==> config.mk <==
export PLATFORM = sky130hd
export DESIGN_NAME = boron_rk_rev_buf_flat
export DESIGN_NICKNAME = d
export VERILOG_FILES = /design/src/rtl/boron_rk_rev_buf_if.sv /design/src/rtl/boron_rk_rev_buf.sv /design/src/flat_wrapper.sv
export SDC_FILE = /design/constraint.sdc
export NUM_CORES = 2
export LEC_CHECK = 0
export BUFFER_PORTS_ARGS = -buffer_cell sky130_fd_sc_hd__buf_2
export CAP_MARGIN = 30
export CORE_ASPECT_RATIO = 2
export CORE_MARGIN = 3
export CORE_UTILIZATION = 55
export DETAILED_ROUTE_END_ITERATION = 6
export PLACE_DENSITY_LB_ADDON = 0.1
export SYNTH_ARGS = -nofsm -noshare
export SYNTH_HDL_FRONTEND = slang
export SYNTH_SLANG_ARGS = --single-unit
==> constraint.sdc <==
create_clock -name clk -period 3 [get_ports clk]
set_clock_uncertainty 0.1 [all_clocks]
set_input_delay 0.3 -clock clk [delete_from_list [all_inputs] [get_ports clk]]
set_output_delay 0.3 -clock clk [all_outputs]
set_load 0.02 [all_outputs]
==> src/rtl/boron_rk_rev_buf_if.sv <==
// Stream and control bundle between the BORON key schedule, the round-key
// reversal buffer and the decryption key-addition stage.
interface boron_rk_rev_buf_if #(
    parameter int KEY_W = 64,
    parameter int IDX_W = 5
);
    logic             fill_start;
    logic             wr_valid;
    logic [KEY_W-1:0] wr_key;
    logic             play_start;
    logic             key_ready;
    logic             key_valid;
    logic [KEY_W-1:0] key_round;
    logic [IDX_W-1:0] key_idx;
    logic             full;
    logic [IDX_W-1:0] wr_count;
    logic             done;
    logic             ovf;

    modport master (
        output fill_start, wr_valid, wr_key, play_start, key_ready,
        input  key_valid, key_round, key_idx, full, wr_count, done, ovf
    );

    modport slave (
        input  fill_start, wr_valid, wr_key, play_start, key_ready,
        output key_valid, key_round, key_idx, full, wr_count, done, ovf
    );
endinterface

==> src/rtl/boron_rk_rev_buf.sv <==
// Purpose: capture NUM_KEYS forward round keys, replay them NUM_KEYS-1..0; option BORON_RKBUF_CLEAR_EN.
// Latency: first key offered the cycle after play_start; one key per cycle thereafter.
// Backpressure: key_ready low holds the offered key/index stable; fill_start aborts at any time.
module boron_rk_rev_buf #(
    parameter int NUM_KEYS = 26,
    parameter int KEY_W    = 64,
    parameter int IDX_W    = 5
) (
    input  logic             clk,
    input  logic             rst_n,
    boron_rk_rev_buf_if.slave bus
);
    localparam logic [1:0] S_IDLE = 2'd0;
    localparam logic [1:0] S_FILL = 2'd1;
    localparam logic [1:0] S_FULL = 2'd2;
    localparam logic [1:0] S_PLAY = 2'd3;

    localparam logic [IDX_W-1:0] LAST_IDX = IDX_W'(NUM_KEYS - 1);

    logic [1:0]       state;
    logic [KEY_W-1:0] mem [NUM_KEYS];
    logic             key_valid;
    logic [KEY_W-1:0] key_round;
    logic [IDX_W-1:0] key_idx;
    logic             full;
    logic [IDX_W-1:0] wr_count;
    logic             done;
    logic             ovf;

    always_ff @(posedge clk or negedge rst_n) begin
        if (!rst_n) begin
            state     <= S_IDLE;
            key_valid <= 1'b0;
            key_round <= '0;
            key_idx   <= '0;
            full      <= 1'b0;
            wr_count  <= '0;
            done      <= 1'b0;
            ovf       <= 1'b0;
            for (int i = 0; i < NUM_KEYS; i++) begin
                mem[i] <= '0;
            end
        end else begin
            done <= 1'b0;
            // fill_start outranks every other event, including a same-edge write
            if (bus.fill_start) begin
                state     <= S_FILL;
                wr_count  <= '0;
                full      <= 1'b0;
                key_valid <= 1'b0;
                ovf       <= 1'b0;
`ifdef BORON_RKBUF_CLEAR_EN
                key_round <= '0;
                for (int i = 0; i < NUM_KEYS; i++) begin
                    mem[i] <= '0;
                end
`endif
            end else begin
                case (state)
                    S_IDLE: begin
                        if (bus.wr_valid) ovf <= 1'b1;
                    end
                    S_FILL: begin
                        if (bus.wr_valid) begin
                            mem[wr_count] <= bus.wr_key;
                            wr_count      <= wr_count + IDX_W'(1);
                            if (wr_count == LAST_IDX) begin
                                state <= S_FULL;
                                full  <= 1'b1;
                            end
                        end
                    end
                    S_FULL: begin
                        if (bus.wr_valid) ovf <= 1'b1;
                        if (bus.play_start) begin
                            state     <= S_PLAY;
                            key_valid <= 1'b1;
                            key_idx   <= LAST_IDX;
                            key_round <= mem[LAST_IDX];
                        end
                    end
                    default: begin
                        if (bus.wr_valid) ovf <= 1'b1;
                        if (bus.key_ready) begin
                            if (key_idx == '0) begin
                                state     <= S_FULL;
                                key_valid <= 1'b0;
                                done      <= 1'b1;
`ifdef BORON_RKBUF_CLEAR_EN
                                key_round <= '0;
`endif
                            end else begin
                                key_idx   <= key_idx - IDX_W'(1);
                                key_round <= mem[key_idx - IDX_W'(1)];
                            end
                        end
                    end
                endcase
            end
        end
    end

    assign bus.key_valid = key_valid;
    assign bus.key_round = key_round;
    assign bus.key_idx   = key_idx;
    assign bus.full      = full;
    assign bus.wr_count  = wr_count;
    assign bus.done      = done;
    assign bus.ovf       = ovf;
endmodule
==> src/flat_wrapper.sv <==
// flat-port wrapper written by rule: the top's interface ports become plain ports
module boron_rk_rev_buf_flat 
#(
    parameter int NUM_KEYS = 26,
    parameter int KEY_W    = 64,
    parameter int IDX_W    = 5
)
  (clk, rst_n, bus_fill_start, bus_wr_valid, bus_wr_key, bus_play_start, bus_key_ready, bus_key_valid, bus_key_round, bus_key_idx, bus_full, bus_wr_count, bus_done, bus_ovf);
  boron_rk_rev_buf_if #(.KEY_W(KEY_W), .IDX_W(IDX_W)) bus_i ();
  input  logic clk;
  input  logic rst_n;
  input wire logic [$bits(bus_i.fill_start)-1:0] bus_fill_start;
  input wire logic [$bits(bus_i.wr_valid)-1:0] bus_wr_valid;
  input wire logic [$bits(bus_i.wr_key)-1:0] bus_wr_key;
  input wire logic [$bits(bus_i.play_start)-1:0] bus_play_start;
  input wire logic [$bits(bus_i.key_ready)-1:0] bus_key_ready;
  output wire logic [$bits(bus_i.key_valid)-1:0] bus_key_valid;
  output wire logic [$bits(bus_i.key_round)-1:0] bus_key_round;
  output wire logic [$bits(bus_i.key_idx)-1:0] bus_key_idx;
  output wire logic [$bits(bus_i.full)-1:0] bus_full;
  output wire logic [$bits(bus_i.wr_count)-1:0] bus_wr_count;
  output wire logic [$bits(bus_i.done)-1:0] bus_done;
  output wire logic [$bits(bus_i.ovf)-1:0] bus_ovf;
  assign bus_i.fill_start = bus_fill_start;
  assign bus_i.wr_valid = bus_wr_valid;
  assign bus_i.wr_key = bus_wr_key;
  assign bus_i.play_start = bus_play_start;
  assign bus_i.key_ready = bus_key_ready;
  assign bus_key_valid = bus_i.key_valid;
  assign bus_key_round = bus_i.key_round;
  assign bus_key_idx = bus_i.key_idx;
  assign bus_full = bus_i.full;
  assign bus_wr_count = bus_i.wr_count;
  assign bus_done = bus_i.done;
  assign bus_ovf = bus_i.ovf;
  boron_rk_rev_buf #(.NUM_KEYS(NUM_KEYS), .KEY_W(KEY_W), .IDX_W(IDX_W)) u_core (.clk(clk), .rst_n(rst_n), .bus(bus_i));
endmodule
==> flow_summary.json <==
{
  "grt_max_degree": 164,
  "ant_nets": 0,
  "multi_input_area_sq_um": 32400,
  "io-pin-count": 148,
  "io_buffer_count": 147,
  "syn_nets": 5584,
  "ys_seq_area_frac": 0.561,
  "setup_tns_ps": 0,
  "worst_hold_path_type": "in2reg",
  "syn_area_sq_um": 77800,
  "design_power_total_mw": 69.3,
  "layout_common_cells": "1743 x dfrtp_1, 1664 x mux2_2, 552 x nand2_1, 260 x mux4_2, 167 x clkbuf_16",
  "slew_violations": 0,
  "htree_num_levels": 4,
  "synth.avg_cell_area_sq_um": 14.1,
  "root_buffer": "clkbuf_16",
  "yosys_warnings": 0,
  "clock.fmax_ghz": 0.345,
  "crit_path_start_kind": "flip-flop",
  "cts_tree": "yes",
  "maxCapViolCount": 0,
  "cts.sinks": 1744,
  "post_cts_buffers": 0,
  "grt_usage": 0.307,
  "placementRows": 194,
  "final_hold_viol_count": 0,
  "drive_gt1_frac": 0.453,
  "coreArea_sq_um": 140000,
  "final_cell_area_sq_um": 88500,
  "cts-buffers-inserted": 163,
  "place_congestion": 0.813,
  "routedWlPerCell_um": 29.3,
  "synth_cells": 5505,
  "layout_commonest_cell": "dfrtp_1",
  "final_nets": 5702,
  "antenna_found_initial": 7,
  "synth_seq_cells": 1744,
  "postPlaceCellArea_sq_um": 82600,
  "synth_edf_count": 0,
  "rsz0062_at_grt": "false",
  "synthArstFlopShare": 1.00,
  "synthFlopType": "dfrtp_1",
  "regArea_sq_um": 43600,
  "cp_max_fo": 40,
  "die_h_um": 538,
  "via_per_inst": 6.33,
  "clock_path_buffers": 4,
  "fill_cells": 10600,
  "ys_types": 48,
  "setup_viol": 0,
  "drtPass1Iterations": 7,
  "cts_resized": 0,
  "grt_overflow": 0,
  "vias": 48200,
  "ctsHoldBuffers": 67,
  "tightestPinTransition_ps": 999,
  "drt_wl_total_mm": 223,
  "clk_latency_ps": 810,
  "grt_pass1_wl_mm": 335,
  "endpoint_kind": "flip-flop",
  "relSlewSlack": 0.334,
  "p_leak_nw": 42.6,
  "drt-initial-drc-count": 3459,
  "start_util": 0.556,
  "post-dp-hpwl_mm": 133,
  "grt_pass1_vias": 51200,
  "period_needed_ps": 2900,
  "die_w_um": 272,
  "irDropWorstVdd_mv": 0.779,
  "critPathRequiredTime_ps": 3600,
  "die-area_sq_um": 146000,
  "area_delta_synth_final_pct": 13.7,
  "path_class": "reg2reg",
  "arrival_ps": 3490,
  "powerDensity_nw_per_um2": 783,
  "status": "finished clean",
  "remaining_drc_errors": 0,
  "post-route-period-util": 0.965,
  "path_clk_slew_ps": 70
}
area by class of cell:
cell class,instances,area share
antenna,6,0.000170
sequential,1744,0.493
multi-input combinational,3249,0.366
tap,1862,0.0263
timing repair buffer,456,0.0548
clock inverter,42,0.00471
clock buffer,243,0.0544
inverter,9,0.000382
metrics by stage:
step / cells / hold WS [ps] / utilization / worst slack (ps)
3_5_place_dp: 7253 / 343 / 0.590 / 187
5_1_grt: 7607 / 40.8 / 0.632 / 22.2
4_1_cts: 7605 / 2.19 / 0.632 / 146
3_3_place_gp: 7252 / 339 / 0.589 / 142
6_report: 7611 / 24.0 / 0.632 / 104
2_1_floorplan: 5505 / -95.6 / - / 28.7
Yosys cell counts, drive strengths merged, types with 50 or more instances:
cell type | instances | area (sq um)
a21oi | 50 | 250
a31oi | 84 | 526
a32oi | 84 | 736
and3 | 60 | 375
buf | 167 | 831
clkbuf | 336 | 1260
dfrtp | 1744 | 43600
mux2 | 1664 | 18700
mux2i | 88 | 881
mux4 | 260 | 5860
nand2 | 569 | 2140
nor2 | 87 | 327
o21ai | 51 | 259
flip-flops by register name, summed over array words and instances (netlist names):
name,cells
u_core.bus.full,1
u_core.mem,1664
u_core.bus.key_idx,5
u_core.bus.done,1
u_core.bus.key_round,64
u_core.bus.wr_count,5
u_core.bus.ovf,1
u_core.state,2
u_core.bus.key_valid,1
final timing paths:
path                                       startpoint  slack, ps  cells after the start                  endpoint
worst max-delay path            u_core.bus.key_idx[1]        100                     10  u_core.bus.key_round[10]
worst min-delay path                    bus_wr_key[4]         20                      2           u_core.mem[580]
worst max register to register  u_core.bus.key_idx[1]        100                     10  u_core.bus.key_round[10]
worst min register to register       u_core.mem[1604]        400                      1          u_core.mem[1604]
max in group asynchronous                       rst_n       1600                      4           u_core.mem[994]
min in group asynchronous                       rst_n        130                      3          u_core.mem[1211]
critical path, cell delays in order (launching register included):
cell and delay [ps]:
dfrtp_1 440, inv_1 120, ha_4 220, xnor2_2 470
buf_12 330, buf_4 250, nand2_1 60, and3_1 150
a31oi_1 190, a32oi_1 140, a41oi_1 260
metal layers:
layer,GRT usage,share of wire,vias to the layer above
met4,0.110,0.038,2
li1,-,-,20300
met5,0,0.000031,-
met2,0.544,0.52,1301
met3,0.0361,0.044,463
met1,0.391,0.40,26200
report_power, final:
part	switching, mW	leakage, nW	internal [mW]
combinational	14.4	16.0	8.26
clock	8.99	2.59	11.7
sequential	1.03	24.0	24.9
total	24.4	42.6	44.9
logic make-up after synthesis:
group           share of synthesized area
compound gates                     0.0385
xor+xnor                         0.000901
fa+ha+maj                         0.00145
buf+inv                            0.0273
flops                               0.561
mux                                 0.327
simple gates                       0.0436
Note: power is estimated with default switching activity, not from simulation.
